[src/rtl/nios_ctrl_sequencer_if.sv]
// Control/status bundle between the NIOS PIO and the control sequencer.
// Master is the PIO side, slave is the sequencer.
interface nios_ctrl_sequencer_if;
    logic [31:0] ctrl_word;
    logic [31:0] level_out;
    logic [31:0] pulse_out;
    logic [3:0]  en_seq;
    logic        busy;
    logic [31:0] status_word;

    modport master (
        output ctrl_word,
        input  level_out,
        input  pulse_out,
        input  en_seq,
        input  busy,
        input  status_word
    );

    modport slave (
        input  ctrl_word,
        output level_out,
        output pulse_out,
        output en_seq,
        output busy,
        output status_word
    );
endinterface

[src/rtl/nios_ctrl_sequencer.sv]
// NIOS control-word sequencer: levels, stretched strobes, RF enable ramp.
// Define NIOS_CTRL_SEQ_STATUS_EN to drive status_word; otherwise it is tied to 0.
module nios_ctrl_sequencer #(
    parameter logic [31:0] PULSE_MASK = 32'h0000_00F0,
    parameter int          PULSE_LEN  = 16,
    parameter int          SEQ_BIT    = 0,
    parameter int          SEQ_DELAY  = 100
) (
    input  logic clk,
    input  logic reset,
    nios_ctrl_sequencer_if.slave bus
);

    typedef enum logic [1:0] {
        S_OFF  = 2'd0,
        S_UP   = 2'd1,
        S_ON   = 2'd2,
        S_DOWN = 2'd3
    } state_t;

    localparam logic [31:0] LVL_MASK = ~PULSE_MASK & ~(32'd1 << SEQ_BIT);
    localparam logic [15:0] RELOAD   = 16'(SEQ_DELAY - 1);
    localparam logic [7:0]  LEN8     = 8'(PULSE_LEN);

    logic [31:0] ctrl_q;
    logic [31:0] ctrl_d;
    logic [31:0] rise;
    logic [31:0] level_q;
    logic [7:0]  cnt [32];
    logic [31:0] pulse;
    state_t      state;
    logic [3:0]  en_q;
    logic [15:0] tmr;
    logic        busy_q;
    logic        req;

    assign rise = ctrl_q & ~ctrl_d;
    assign req  = ctrl_q[SEQ_BIT];

    always_ff @(posedge clk) begin
        if (reset) begin
            ctrl_q  <= '0;
            ctrl_d  <= '0;
            level_q <= '0;
        end else begin
            ctrl_q  <= bus.ctrl_word;
            ctrl_d  <= ctrl_q;
            level_q <= ctrl_q & LVL_MASK;
        end
    end

    // Counters outside the mask stay at zero and fold away.
    always_ff @(posedge clk) begin
        for (int i = 0; i < 32; i++) begin
            if (reset || !PULSE_MASK[i])
                cnt[i] <= '0;
            else if (rise[i])
                cnt[i] <= LEN8;
            else if (cnt[i] != 8'd0)
                cnt[i] <= cnt[i] - 8'd1;
        end
    end

    always_comb begin
        pulse = '0;
        for (int i = 0; i < 32; i++)
            pulse[i] = (cnt[i] != 8'd0);
    end

    always_ff @(posedge clk) begin
        if (reset) begin
            state  <= S_OFF;
            en_q   <= '0;
            tmr    <= '0;
            busy_q <= 1'b0;
        end else begin
            unique case (state)
                S_OFF: begin
                    if (req) begin
                        en_q   <= 4'b0001;
                        tmr    <= RELOAD;
                        state  <= S_UP;
                        busy_q <= 1'b1;
                    end
                end
                S_UP: begin
                    if (!req) begin
                        tmr   <= RELOAD;
                        state <= S_DOWN;
                    end else if (tmr == 16'd0) begin
                        en_q <= {en_q[2:0], 1'b1};
                        tmr  <= RELOAD;
                        if (en_q[2]) begin
                            state  <= S_ON;
                            busy_q <= 1'b0;
                        end
                    end else begin
                        tmr <= tmr - 16'd1;
                    end
                end
                S_ON: begin
                    if (!req) begin
                        en_q   <= 4'b0111;
                        tmr    <= RELOAD;
                        state  <= S_DOWN;
                        busy_q <= 1'b1;
                    end
                end
                S_DOWN: begin
                    if (req) begin
                        tmr   <= RELOAD;
                        state <= S_UP;
                    end else if (tmr == 16'd0) begin
                        en_q <= {1'b0, en_q[3:1]};
                        tmr  <= RELOAD;
                        if (!en_q[1]) begin
                            state  <= S_OFF;
                            busy_q <= 1'b0;
                        end
                    end else begin
                        tmr <= tmr - 16'd1;
                    end
                end
                default: state <= S_OFF;
            endcase
        end
    end

`ifdef NIOS_CTRL_SEQ_STATUS_EN
    logic [31:0] cnt_gt1;
    logic        pulse_any_q;

    always_comb begin
        cnt_gt1 = '0;
        for (int i = 0; i < 32; i++)
            cnt_gt1[i] = (cnt[i] > 8'd1);
    end

    // Tracks |pulse_out on the same edge the counters update.
    always_ff @(posedge clk) begin
        if (reset)
            pulse_any_q <= 1'b0;
        else
            pulse_any_q <= |(PULSE_MASK & (rise | cnt_gt1));
    end

    assign bus.status_word = {state, 25'd0, pulse_any_q, en_q};
`else
    assign bus.status_word = '0;
`endif

    assign bus.level_out = level_q;
    assign bus.pulse_out = pulse;
    assign bus.en_seq    = en_q;
    assign bus.busy      = busy_q;

endmodule
[src/flat_wrapper.sv]
// flat-port wrapper written by rule: the top's interface ports become plain ports
module nios_ctrl_sequencer_flat 
#(
    parameter logic [31:0] PULSE_MASK = 32'h0000_00F0,
    parameter int          PULSE_LEN  = 16,
    parameter int          SEQ_BIT    = 0,
    parameter int          SEQ_DELAY  = 100
)
  (clk, reset, bus_ctrl_word, bus_level_out, bus_pulse_out, bus_en_seq, bus_busy, bus_status_word);
  nios_ctrl_sequencer_if bus_i ();
  input  logic clk;
  input  logic reset;
  input wire logic [$bits(bus_i.ctrl_word)-1:0] bus_ctrl_word;
  output wire logic [$bits(bus_i.level_out)-1:0] bus_level_out;
  output wire logic [$bits(bus_i.pulse_out)-1:0] bus_pulse_out;
  output wire logic [$bits(bus_i.en_seq)-1:0] bus_en_seq;
  output wire logic [$bits(bus_i.busy)-1:0] bus_busy;
  output wire logic [$bits(bus_i.status_word)-1:0] bus_status_word;
  assign bus_i.ctrl_word = bus_ctrl_word;
  assign bus_level_out = bus_i.level_out;
  assign bus_pulse_out = bus_i.pulse_out;
  assign bus_en_seq = bus_i.en_seq;
  assign bus_busy = bus_i.busy;
  assign bus_status_word = bus_i.status_word;
  nios_ctrl_sequencer #(.PULSE_MASK(PULSE_MASK), .PULSE_LEN(PULSE_LEN), .SEQ_BIT(SEQ_BIT), .SEQ_DELAY(SEQ_DELAY)) u_core (.clk(clk), .reset(reset), .bus(bus_i));
endmodule
[config.mk]
export PLATFORM = sky130hd
export DESIGN_NAME = nios_ctrl_sequencer_flat
export DESIGN_NICKNAME = d
export VERILOG_FILES = /design/src/rtl/nios_ctrl_sequencer_if.sv /design/src/rtl/nios_ctrl_sequencer.sv /design/src/flat_wrapper.sv
export SDC_FILE = /design/constraint.sdc
export NUM_CORES = 1
export LEC_CHECK = 0
export BUFFER_PORTS_ARGS = -buffer_cell sky130_fd_sc_hd__buf_2
export CAP_MARGIN = 10
export CORE_MARGIN = 2
export CORE_UTILIZATION = 48
export DETAILED_ROUTE_END_ITERATION = 16
export PLACE_DENSITY = 0.76
export REMOVE_ABC_BUFFERS = 1
export SLEW_MARGIN = 15
export SYNTH_ARGS = -nofsm -noshare
export SYNTH_HDL_FRONTEND = slang
export SYNTH_SLANG_ARGS = --single-unit
[constraint.sdc]
create_clock -name clk -period 2.09 [get_ports clk]
set_input_delay 0 -clock clk [delete_from_list [all_inputs] [get_ports clk]]
set_output_delay 0 -clock clk [all_outputs]
set_load 0.01 [all_outputs]
==> results.json, run 1 <==
{
  "grt_max_degree": 33,
  "r2r.worst_path.cells": 6,
  "tritoncts.num_buffers": 17,
  "antenna_left": 0,
  "placement_rows": 38,
  "worst-path-buf-inv": 1,
  "path_clk_slew_ns": 0.05,
  "post_route_hold_slack_ns": 0.224,
  "ys_seq_elements": 118,
  "critical_path.max_stage_delay_ns": 0.55,
  "power.static_leakage_uw": 0.00282,
  "number_of_antenna_violations_at_the_first_check_in_global_routing": 0,
  "ctsHtreeMaxLevel": 4,
  "core-area_um2": 10800,
  "cts_tree": "built",
  "clock_tree_buf_depth": 2,
  "crit_cells": 6,
  "final_area_um2": 6510,
  "syn-cell-area_um2": 5350,
  "synth-edff-count": 32,
  "synth_cell_type_count": 58,
  "layout.cells.most_common_list": "dfxtp_1, buf_2, nor2b_1",
  "minimum_setup_slack_in_the_final_design_ns": 0.146,
  "place_hpwl_um": 7040,
  "width_of_the_die_um": 110,
  "grt_first_pass_wirelength_um": 16800,
  "fmaxAchievable_mhz": 514,
  "drt_total_wl_um": 10500,
  "wire_per_inst_um": 13.2,
  "post_synth_inst_count": 528,
  "data_arrival_critical_path_ns": 2.38,
  "design_power_total_uw": 8640,
  "insertedDiodeCount": 0,
  "placed_area_um2": 5620,
  "first_iter_violations": 177,
  "globalRouteTotalUtil": 0.184,
  "synth-warning-count": 0,
  "share_of_layout_cells_above_drive_strength_1": 0.189,
  "port_buffers": 69,
  "synth-seq-area-share": 0.501,
  "power_per_standard_cell_area_nw_per_um2": 1330,
  "setup_viol": 0,
  "synthTopCellsByArea": "dfxtp_1, edfxtp_1, buf_4, nor2b_1, nor2_1",
  "die_ht_um": 110,
  "floorplan.die_area_um2": 12000,
  "cp-end-kind": "flip-flop",
  "final_common_cell": "dfxtp_1",
  "first_pass_iters": 4,
  "path_max_fanout": 5,
  "netlist.area_leader.share": 0.322,
  "run_status": "complete, no violations",
  "first_global_vias": 3751,
  "worst_hold_path_type": "in -> reg",
  "grt_remaining_overflow": 0,
  "floorplan.io_pins": 135,
  "post-synth-top-area-cell": "dfxtp_1",
  "critical-path-top-delay-family": "simple AND/OR/NAND/NOR gates",
  "routed_via_density": 4.83,
  "max_cap_viol_count": 0,
  "initial_standard_cell_utilization_of_the_core": 0.494,
  "syn2layout_area_growth_pct": 21.7,
  "place_worst_setup_slack_ns": 0.0800,
  "finish.net_count": 687,
  "timing.final.crit_period_ns": 1.94,
  "routed-via-count": 3836,
  "crit_path_top_delay_cell": "or4b_1",
  "finalWeightedCongestion": 0.855,
  "cp-start-kind": "flip-flop",
  "clkLatencyLatePin_ns": 0.52,
  "cts-root-buf": "clkbuf_8",
  "fin_crit_sh": 0.930,
  "slew_headroom": 0.637,
  "ys_async_sr_fraction": 0,
  "crit_required_ns": 2.53,
  "clock_sink_count": 118,
  "synth_ff_type": "dfxtp_1",
  "avgSynthCellArea_um2": 10.1,
  "timing_max_transition_violations_final": 0,
  "worst_case_vdd_ir_drop_mv": 0.821,
  "min_delay_path_depth": 3,
  "postCtsSetupBuffers": 0,
  "timing.setup.critical_path_class": "reg -> reg",
  "timing_worst_slew_pin_value_ns": 0.543,
  "route.detailed.drc": 0,
  "timing_hold_violations_final": 0,
  "finalClockSkew_ns": 0.00813,
  "timing.critical_path.cells": "inv_1 > ha_1 > mux2i_2 > nand4_2 > or4b_1 > a211oi_2"
}
## routing by layer
layer | GRT usage | vias up | share of wire
met5 | 0 | - | 0
met4 | 0.0931 | 0 | 0.018
met3 | 0.0717 | 23 | 0.073
met2 | 0.296 | 138 | 0.49
met1 | 0.213 | 1779 | 0.42
li1 | - | 1896 | -
## flip-flops by register name, indices dropped and copies added (netlist names)
| signal | flops |
|---|---|
| u_core.tmr | 16 |
| u_core.bus.en_seq | 4 |
| u_core.bus.busy | 1 |
| u_core.ctrl_d | 7 |
| u_core.ctrl_q | 32 |
| u_core.state | 2 |
| u_core.bus.level_out | 24 |
| u_core.cnt | 32 |
## layout make-up
class | count | area [um2]
Tap cell | 140 | 175
Timing Repair Buffer | 120 | 818
Clock inverter | 5 | 50.0
Multi-Input combinational cell | 367 | 2240
Fill cell | 884 | 4330
Inverter | 18 | 67.6
Clock buffer | 27 | 472
Sequential cell | 118 | 2680
## tightest hold or removal path, delay by kind of cell
family                 cells  cell delay, ns
buffers and inverters      2            0.60
AND/OR/NAND/NOR            1            0.10
## report_power, final
group | internal [uW] | switching [uW]
clock network | 1630 | 921
logic | 1230 | 1670
registers | 2850 | 337
## synth_stat cells (5+ instances only)
library cell	instances
ha_1	11
inv_1	18
o31ai_1	6
nor2_1	49
buf_4	68
xnor2_1	10
dfxtp_1	86
nand2b_1	9
nor2b_1	67
a21oi_1	13
buf_2	5
nor4_1	5
xor2_1	16
nand3b_1	5
nor3_1	12
nand4_1	5
clkbuf_1	14
nand3_1	9
edfxtp_1	32
nand2_1	18
## worst paths after layout
path,to,slack (ns),startpoint
setup / recovery,u_core.tmr[13]$_SDFFE_PP0P_,0.15,u_core.state[0]$_SDFFE_PP0P_
hold / removal,u_core.ctrl_q[19]$_SDFF_PP0_,0.22,bus_ctrl_word[19]
setup reg to reg,u_core.tmr[13]$_SDFFE_PP0P_,0.15,u_core.state[0]$_SDFFE_PP0P_
hold reg to reg,u_core.bus.level_out[8]$_SDFF_PP0_,0.43,u_core.ctrl_q[8]$_SDFF_PP0_
## repair_timing
| action | 4_1_cts | 5_1_grt |
|---|---|---|
| gates resized for setup | 0 | 2 |
| hold endpoints to repair | 37 | 0 |
| hold buffers | 36 | 0 |
| setup endpoints to repair | 0 | 9 |
## through the flow
step	setup TNS, ns	cells	utilization
floorplan	-0.0545	503	-
global placement	0	727	0.518
detailed placement	0	727	0.518
CTS	0	795	0.600
global route	-0.00260	795	0.601
finish	0	795	0.601
## cells by family (layout without fill, tap and decap cells)
logic type / Yosys count / after routing / share of synthesized area
AOI/OAI and AO/OA: 58 / 58 / 0.0790
xor gates and xnor gates: 26 / 26 / 0.0426
adders and majority gates: 11 / 11 / 0.0257
buffers and inverters: 107 / 170 / 0.125
DFF: 118 / 118 / 0.501
muxes: 8 / 8 / 0.0164
other: 1 / 65 / 0.000701
and+or+nand+nor: 199 / 199 / 0.209
(Power assumes the default switching activity.)
==> run 2, diff against run 1 <==
Settings changed: CORE_UTILIZATION 48 to 53, PLACE_DENSITY 0.76 to 0.8.
Clock period 2.09 ns to 2.14 ns, I/O delays scaled along.
==> run 2 against run 1 <==
  * Critical path type unchanged
  * Register-to-register slack improved by 0.02 ns
  * Critical endpoint unchanged
  * Largest cell class unchanged
  * Total power barely moved
  * Sequential cell count did not move
  * Global-route usage rose by 1.6 points
  * Routed wire length rose by 0.19%
  * Critical path depth did not move
==> results.json, run 2 (synthesized netlist as in run 1, its figures left out) <==
{
  "final_common_cell": "dfxtp_1",
  "n_fill_cell": 735,
  "worst_hold_path.endpoint": "u_core.ctrl_q[25]$_SDFF_PP0_",
  "worst_hold_path_type": "in -> reg",
  "core-area_um2": 9770,
  "die_ht_um": 104,
  "clock_sink_count": 118,
  "critical_path.max_stage_delay_ns": 0.56,
  "share_of_layout_cells_above_drive_strength_1": 0.198,
  "path_clk_slew_ns": 0.06,
  "timing_max_transition_violations_final": 0,
  "design_power_total_uw": 8630,
  "first_iter_violations": 186,
  "crit_path_top_delay_cell": "or4b_1",
  "min_delay_path_depth": 3,
  "globalRouteTotalUtil": 0.200,
  "slew_headroom": 0.640,
  "finalWeightedCongestion": 0.932,
  "grt_first_pass_wirelength_um": 17500,
  "worst-r2r-setup-slack_ns": 0.17,
  "finish.net_count": 684,
  "floorplan.io_pins": 135,
  "path_max_fanout": 7,
  "first_global_vias": 3695,
  "drt_total_wl_um": 10500,
  "placement_rows": 36,
  "cts-root-buf": "clkbuf_8",
  "clock_tree_buf_depth": 2,
  "timing.final.crit_period_ns": 1.97,
  "grt_remaining_overflow": 0,
  "finalClockSkew_ns": 0.00938,
  "floorplan.die_area_um2": 10900,
  "timing_worst_slew_pin_value_ns": 0.539,
  "cp-start-kind": "flip-flop",
  "timing.critical_path.cells": "inv_1 > ha_2 > mux2i_2 > nand4_2 > or4b_1 > a211oi_2",
  "power_per_standard_cell_area_nw_per_um2": 1320,
  "postCtsSetupBuffers": 0,
  "routed_via_density": 4.89,
  "grt_max_degree": 39,
  "timing_hold_violations_final": 0,
  "place_hpwl_um": 7030,
  "ctsHtreeMaxLevel": 4,
  "number_of_antenna_violations_at_the_first_check_in_global_routing": 0,
  "run_status": "complete, no violations",
  "timing.hold.worst.start": "bus_ctrl_word[25]",
  "syn2layout_area_growth_pct": 22.5,
  "antenna_left": 0,
  "cts_tree": "built",
  "wire_per_inst_um": 13.4,
  "initial_standard_cell_utilization_of_the_core": 0.547,
  "clkLatencyLatePin_ns": 0.52,
  "r2r.worst_path.cells": 6,
  "layout.cells.most_common_list": "dfxtp_1, buf_2, nor2b_1",
  "port_buffers": 69,
  "fin_crit_sh": 0.920,
  "width_of_the_die_um": 104,
  "grt_setup_unrepaired": "false",
  "routed-via-count": 3839,
  "power.static_leakage_uw": 0.00285,
  "tritoncts.num_buffers": 17,
  "worst_case_vdd_ir_drop_mv": 0.727,
  "cp-end-kind": "flip-flop",
  "data_arrival_critical_path_ns": 2.41,
  "insertedDiodeCount": 0,
  "timing.setup.tns_ns": 0,
  "first_pass_iters": 4,
  "fmaxAchievable_mhz": 508,
  "route.detailed.drc": 0,
  "timing.setup.critical_path_class": "reg -> reg",
  "max_cap_viol_count": 0,
  "crit_required_ns": 2.58,
  "reg2reg_from": "u_core.state[0]$_SDFFE_PP0P_",
  "worstReg2RegEnd": "u_core.tmr[13]$_SDFFE_PP0P_",
  "setup_viol": 0,
  "finish.utilization": 0.671
}
## run 2: changes by cell type in the layout (fill, tap and decap cells not counted), sizes merged
cell and delta:
buf -4, inv +8, bufinv -1, clkbuf -7
dlygate4sd3 +1
## run 2: layer usage
metal	track usage	wire, um	share of wire	vias to the layer above
met1	0.237	4440	0.42	1840
met3	0.0508	407	0.039	15
met4	0.0763	128	0.012	0
met2	0.348	5550	0.53	99
li1	-	-	-	1885
met5	0	0	0	-
## run 2: power breakdown
group | leakage, uW | total [uW] | internal [uW] | switching [uW]
sequential | 0.00108 | 3130 | 2780 | 344
combinational | 0.00147 | 2780 | 1170 | 1620
clock | 0.000292 | 2720 | 1630 | 1090
total | 0.00285 | 8630 | 5580 | 3050
## run 2: worst max-delay path by stage
stage,end,start,slack [ns]
finish,u_core.tmr[13]$_SDFFE_PP0P_,u_core.state[0]$_SDFFE_PP0P_,0.17
floorplan,u_core.tmr[13]$_SDFFE_PP0P_,u_core.state[1]$_SDFFE_PP0P_,-0.004
CTS,u_core.tmr[13]$_SDFFE_PP0P_,u_core.state[0]$_SDFFE_PP0P_,0.09
global placement,u_core.tmr[13]$_SDFFE_PP0P_,u_core.state[0]$_SDFFE_PP0P_,0.19
detailed placement,u_core.tmr[13]$_SDFFE_PP0P_,u_core.state[0]$_SDFFE_PP0P_,0.11
global route,u_core.tmr[13]$_SDFFE_PP0P_,u_core.state[0]$_SDFFE_PP0P_,0.04
## run 2: per-stage QoR
stage	hold slack [ns]	instance area [um2]	setup slack, ns	instances
after global placement	0.210	5590	0.191	716
after detailed placement	0.214	5590	0.106	716
after floorplan	0.0691	4990	-0.00446	503
after global routing	0.229	6560	0.0438	785
after CTS	0.197	6550	0.0937	785
final	0.221	6560	0.170	785
## run 2: final cells by class
| cell class | instances | area, um2 | area share |
|---|---|---|---|
| sequential | 118 | 2680 | 0.409 |
| inverter | 18 | 67.6 | 0.0103 |
| clock buffer | 20 | 478 | 0.0729 |
| timing repair buffer | 117 | 811 | 0.124 |
| clock inverter | 12 | 104 | 0.0158 |
| multi-input combinational | 367 | 2250 | 0.343 |
| tap | 133 | 166 | 0.0254 |
## run 2: worst max-delay path: cells and delay by family, from the launching register on
kind	cells	cell delay, ns
simple gates	2	0.74
flops	1	0.38
fa+ha+maj	1	0.24
mux	1	0.23
compound gates	1	0.21
buf+inv	1	0.10
## run 2: what timing repair did
| item | in CTS | in global routing |
|---|---|---|
| endpoints found under the setup margin | 0 | 2 |
| endpoints found under the hold margin | 40 | 0 |
| hold buffers | 37 | 0 |
| gates resized for setup | 0 | 3 |
